$ cat src/rtl/dino_motion_ctrl.sv
// Dinosaur sprite motion: keypad decode, 64-step jump trajectory on game tick,
// and frame-synchronous display latch of the sprite X/Y position.
module dino_motion_ctrl #(
  parameter int X_INIT   = 320,
  parameter int X_MIN    = 0,
  parameter int X_MAX    = 512,
  parameter int GROUND_Y = 240,
  parameter int STEP_X   = 20
) (
  input  logic       clk,
  input  logic       rst,
  input  logic       tick,
  input  logic       key_ready,
  input  logic [4:0] key_code,
  input  logic       frame_sync,
  output logic [9:0] dino_x,
  output logic [8:0] dino_y,
  output logic       airborne,
  output logic [5:0] step
);

  typedef enum logic [1:0] {IDLE, RISE, FALL, DROP} state_t;

  localparam logic [8:0] GY      = 9'(GROUND_Y);
  localparam logic [4:0] K_JUMP  = 5'h10;
  localparam logic [4:0] K_LEFT  = 5'h0C;
  localparam logic [4:0] K_RIGHT = 5'h0E;
  localparam logic [4:0] K_DROP  = 5'h11;

  state_t      state_q, state_d;
  logic [5:0]  step_q, step_d;
  logic [9:0]  pos_x_q, pos_x_d;
  logic [8:0]  pos_y_q, pos_y_d;
  logic        key_q;
  logic [9:0]  dino_x_q, dino_x_d;
  logic [8:0]  dino_y_q, dino_y_d;
  logic        key_evt;
  logic [9:0]  y_sum;
  logic [10:0] x_sum;

  always_ff @(posedge clk) begin
    if (rst) begin
      state_q  <= IDLE;
      step_q   <= 6'd0;
      pos_x_q  <= 10'(X_INIT);
      pos_y_q  <= GY;
      key_q    <= 1'b0;
      dino_x_q <= 10'(X_INIT);
      dino_y_q <= GY;
    end else begin
      state_q  <= state_d;
      step_q   <= step_d;
      pos_x_q  <= pos_x_d;
      pos_y_q  <= pos_y_d;
      key_q    <= key_ready;
      dino_x_q <= dino_x_d;
      dino_y_q <= dino_y_d;
    end
  end

  always_comb begin
    state_d  = state_q;
    step_d   = step_q;
    pos_x_d  = pos_x_q;
    pos_y_d  = pos_y_q;
    dino_x_d = dino_x_q;
    dino_y_d = dino_y_q;
    key_evt  = key_ready & ~key_q;
    y_sum    = {1'b0, pos_y_q} + 10'd8;
    x_sum    = {1'b0, pos_x_q} + 11'(STEP_X);

    // Tick is evaluated against the pre-key state; key effects layer on top.
    if (tick) begin
      case (state_q)
        IDLE: pos_y_d = GY;
        RISE: begin
          if (step_q < 6'd10)      pos_y_d = pos_y_q - 9'd8;
          else if (step_q < 6'd20) pos_y_d = pos_y_q - 9'd4;
          else                     pos_y_d = pos_y_q - 9'd2;
          step_d = step_q + 6'd1;
          if (step_q == 6'd31) state_d = FALL;
        end
        FALL: begin
          if (step_q == 6'd63) begin
            pos_y_d = GY;
            state_d = IDLE;
            step_d  = 6'd0;
          end else begin
            if (step_q < 6'd44)      pos_y_d = pos_y_q + 9'd2;
            else if (step_q < 6'd54) pos_y_d = pos_y_q + 9'd4;
            else                     pos_y_d = pos_y_q + 9'd8;
            step_d = step_q + 6'd1;
          end
        end
        DROP: begin
          if (y_sum >= {1'b0, GY}) begin
            pos_y_d = GY;
            state_d = IDLE;
            step_d  = 6'd0;
          end else begin
            pos_y_d = y_sum[8:0];
          end
        end
        default: state_d = IDLE;
      endcase
    end

    if (key_evt) begin
      case (key_code)
        K_JUMP: if (state_q == IDLE) begin
          state_d = RISE;
          step_d  = 6'd0;
        end
        K_DROP: if (state_q == RISE || state_q == FALL) state_d = DROP;
        K_LEFT: begin
          if ({1'b0, pos_x_q} >= 11'(X_MIN + STEP_X)) pos_x_d = pos_x_q - 10'(STEP_X);
          else                                        pos_x_d = 10'(X_MIN);
        end
        K_RIGHT: begin
          if (x_sum <= 11'(X_MAX)) pos_x_d = x_sum[9:0];
          else                     pos_x_d = 10'(X_MAX);
        end
        default: ;
      endcase
    end

    if (frame_sync) begin
      dino_x_d = pos_x_q;
      dino_y_d = pos_y_q;
    end
  end

  assign dino_x   = dino_x_q;
  assign dino_y   = dino_y_q;
  assign airborne = (state_q != IDLE);
  assign step     = (state_q == IDLE) ? 6'd0 : step_q;

endmodule

$ cat config.mk
export PLATFORM = sky130hd
export DESIGN_NAME = dino_motion_ctrl
export DESIGN_NICKNAME = d
export VERILOG_FILES = /design/src/rtl/dino_motion_ctrl.sv
export SDC_FILE = /design/constraint.sdc
export NUM_CORES = 1
export LEC_CHECK = 0
export CAP_MARGIN = 20
export CELL_PAD_IN_SITES_DETAIL_PLACEMENT = 1
export CELL_PAD_IN_SITES_GLOBAL_PLACEMENT = 2
export CORE_ASPECT_RATIO = 1.2
export CORE_MARGIN = 2
export CORE_UTILIZATION = 30
export DETAILED_ROUTE_END_ITERATION = 7
export PLACE_DENSITY = 0.74
export SLEW_MARGIN = 10
export SYNTH_ARGS = -nofsm -noshare
export SYNTH_HDL_FRONTEND = slang
export SYNTH_SLANG_ARGS = --single-unit
export TNS_END_PERCENT = 10
$ cat constraint.sdc
create_clock -name clk -period 2.1 [get_ports clk]
set_input_delay 0.42 -clock clk [delete_from_list [all_inputs] [get_ports clk]]
set_output_delay 0.42 -clock clk [all_outputs]
set_load 0.005 [all_outputs]
==> reports/qor.yml <==
timing:
  fin_hold_ws_ns: 0.4740
  rsz0062_at_grt: "true"
  min_period_ns: 2.007
  slew_headroom_pct: 64.93
  finalCritPeriodShare_pct: 95.58
  tns_ns: 0
  finalHoldViolCount: 0
  fmax_mhz: 498.2
  fin_ws_ns: 0.09287
  fin_worst_skew_ns: 0.01351
  worst_pin_slew_ns: 0.5205
  drv_slew: 0
  finalSetupViolCount: 0
logic_synthesis:
  yosys.area.top_type: "dfxtp_1"
  async_reset_ff_share_pct: 0
  synth_cell_types: 67
  ys.flop_type: "dfxtp_1"
  yosysWarnings: 0
  synth-edff-count: 0
  synth_seq_cells: 41
  synthesis.area_um2: 3072
  synthTopCellsByArea: "dfxtp_1 27%, ha_1 6.5%, mux2i_1 5.9%, a21oi_1 4.9%, nand2_1 4.9%"
  synth_area_per_cell_um2: 7.737
  synth_top_area_share_pct: 26.72
  yosysSeqAreaShare_pct: 26.72
  synth_cells: 397
routing:
  wirelength_um: 10470
  vias_per_cell: 5.367
  detail_route.wl_per_cell_um: 17.53
  ant_nets: 0
  drt_iter0_drc: 119
  drc: 0
  detail_route.first_pass.iterations: 4
  num_vias: 3204
critical_path:
  crit_type: "flop to flop"
  regToRegSetupSlack_ns: 0.09
  crit-reg2reg-launch: "pos_y_q[3]"
  cp.arrival_ns: 2.24
  cp.required_ns: 2.33
  critical_path.slowest_cell: "dfxtp_4"
  critical_path.cell_chain: "inv_1, ha_4, nand3_1, o221ai_2, buf_4, o2111ai_1, or3_1, a21oi_1"
  cp_max_fo: 4
  timing.rr.end: "pos_y_q[2]"
  start_kind: "flop"
  rr_worst_depth: 8
  max_stage_delay_ns: 0.38
  end_kind: "flop"
hold_path:
  hold_class: "flop to flop"
  min_to: "dino_x[8]"
  hold_depth: 2
  min-delay-start: "dino_x[8]"
finish:
  final_cell_mix: "60 x buf_4, 39 x nand2_1, 33 x nor2_1"
  final_net_count: 496
  layout-drive-gt1-share_pct: 21.66
  fin_area_um2: 4156
  syn2layout_area_growth_pct: 35.32
  diodes: 0
  final_util_pct: 41.53
  mostFrequentLayoutCell: "buf_4"
clock_tree:
  cts_max_level: 2
  hold_buffers: 0
  clock_latency_ns: 0.30
  cts_inserted_buffers: 5
  clk_path_buf_depth: 2
  cts.root.buffer_cell: "clkbuf_16"
  path_clk_slew_ns: 0.07
  cts_sinks: 41
  tritoncts: "yes"
placed_design:
  placed_area_um2: 3857
  io_buffers: 32
  dp_slack_ns: -0.1531
  dp_hpwl_um: 8166
  gp_congestion: 0.9008
die:
  die_y_um: 114.8
  core_area_um2: 10010
  pin_count: 36
  rows: 40
  dieArea_um2: 11070
  floorplan.initialDensity_pct: 30.69
  die_w_um: 96.37
run_status:
  status: "complete, no violations"
pwr:
  peakVddDrop_uv: 327.1
  leakagePower_uw: 0.001628
  powerDensity_nw_per_um2: 461.8
grt:
  grt_remaining_overflow: 0
  grt_pass1_vias: 3280
  grt_pass1_wl_um: 17150
  grt_usage_pct: 20.04
  grt_max_degree: 17
  antenna_found_initial: 0
job:
  maxCapViolCount: 0
==> synthesized netlist by cell type (4+ instances only) <==
| master | count |
|---|---|
| xnor2_1 | 5 |
| o21ai_0 | 26 |
| buf_2 | 6 |
| dfxtp_1 | 41 |
| nand4_1 | 8 |
| and2_1 | 5 |
| a31oi_1 | 5 |
| inv_1 | 19 |
| o211ai_1 | 6 |
| clkbuf_1 | 13 |
| nor2b_1 | 10 |
| nand3b_1 | 4 |
| a21oi_1 | 30 |
| a21o_1 | 7 |
| nand2_1 | 40 |
| o21a_1 | 4 |
| buf_4 | 8 |
| nor2_1 | 34 |
| mux2i_1 | 18 |
| nor3_1 | 9 |
| nand3_1 | 13 |
| o31ai_1 | 4 |
| xor2_1 | 5 |
| ha_1 | 16 |
==> through the flow <==
step	std cells	total power, uW
6_report	597	1920
5_1_grt	597	1984
4_1_cts	597	1951
3_5_place_dp	589	912.7
3_3_place_gp	589	910.5
2_1_floorplan	399	863.6
==> report_power, final <==
part	internal (uW)	total, uW	switching, uW
clock network	680	1020	345
registers	780	784	4.29
logic	52.3	110	57.9
==> layer usage <==
layer  global-route usage (%)  wire (um)
met5                        0          0
met4                    6.479        173
met3                    2.818        283
met2                    35.74       5354
met1                    24.52       4656
==> cell type report <==
cell class | instances | area (um^2)
Clock buffer | 5 | 125.1
Fill cell | 1220 | 5853
Multi-Input combinational cell | 311 | 2127
Inverter | 19 | 71.32
Tap cell | 126 | 157.7
Sequential cell | 41 | 834.6
Timing Repair Buffer | 92 | 775.7
Clock inverter | 3 | 65.06
==> registers in the layout (all words and copies together) (netlist names) <==
name / flops
pos_y_q: 8
state_q: 2
dino_y: 8
step_q: 6
pos_x_q: 8
key_q: 1
dino_x: 8
==> worst max-delay path by stage <==
| stage | slack [ns] | start | endpoint | cells after the start |
|---|---|---|---|---|
| 2_1_floorplan | 0.14 | pos_y_q[3] | pos_y_q[6] | 9 |
| 3_3_place_gp | -0.10 | key_code[4] | pos_x_q[6] | 7 |
| 3_5_place_dp | -0.15 | key_code[0] | pos_x_q[2] | 6 |
| 4_1_cts | -0.02 | pos_y_q[4] | step_q[1] | 9 |
| 5_1_grt | -0.04 | pos_x_q[5] | pos_x_q[6] | 7 |
| 6_report | 0.09 | pos_y_q[3] | pos_y_q[2] | 8 |
==> what timing repair did <==
action	4_1_cts	5_1_grt
cloned	0	0
setup buffers	0	0
pin swaps	0	3
resized for setup	8	20
setup endpoints to repair	13	27
==> critical path: cells and delay by family (launching register included) <==
family          cells  cell delay [ns]
compound gates      3             0.52
simple gates        2             0.46
flops               1             0.38
buf+inv             2             0.29
fa+ha+maj           1             0.29
==> kinds of logic (layout without fill, tap and decap cells) <==
group / count (synthesis) / count (layout) / synth area share (%)
muxes: 21 / 21 / 6.965
adders and majority gates: 16 / 16 / 6.517
buffers and inverters: 47 / 119 / 7.210
AOI/OAI and AO/OA: 118 / 118 / 26.27
DFF: 41 / 41 / 26.72
other: 1 / 3 / 0.1221
and+or+nand+nor: 143 / 143 / 23.34
xor gates and xnor gates: 10 / 10 / 2.851
Power figures use the tool's default switching activity.
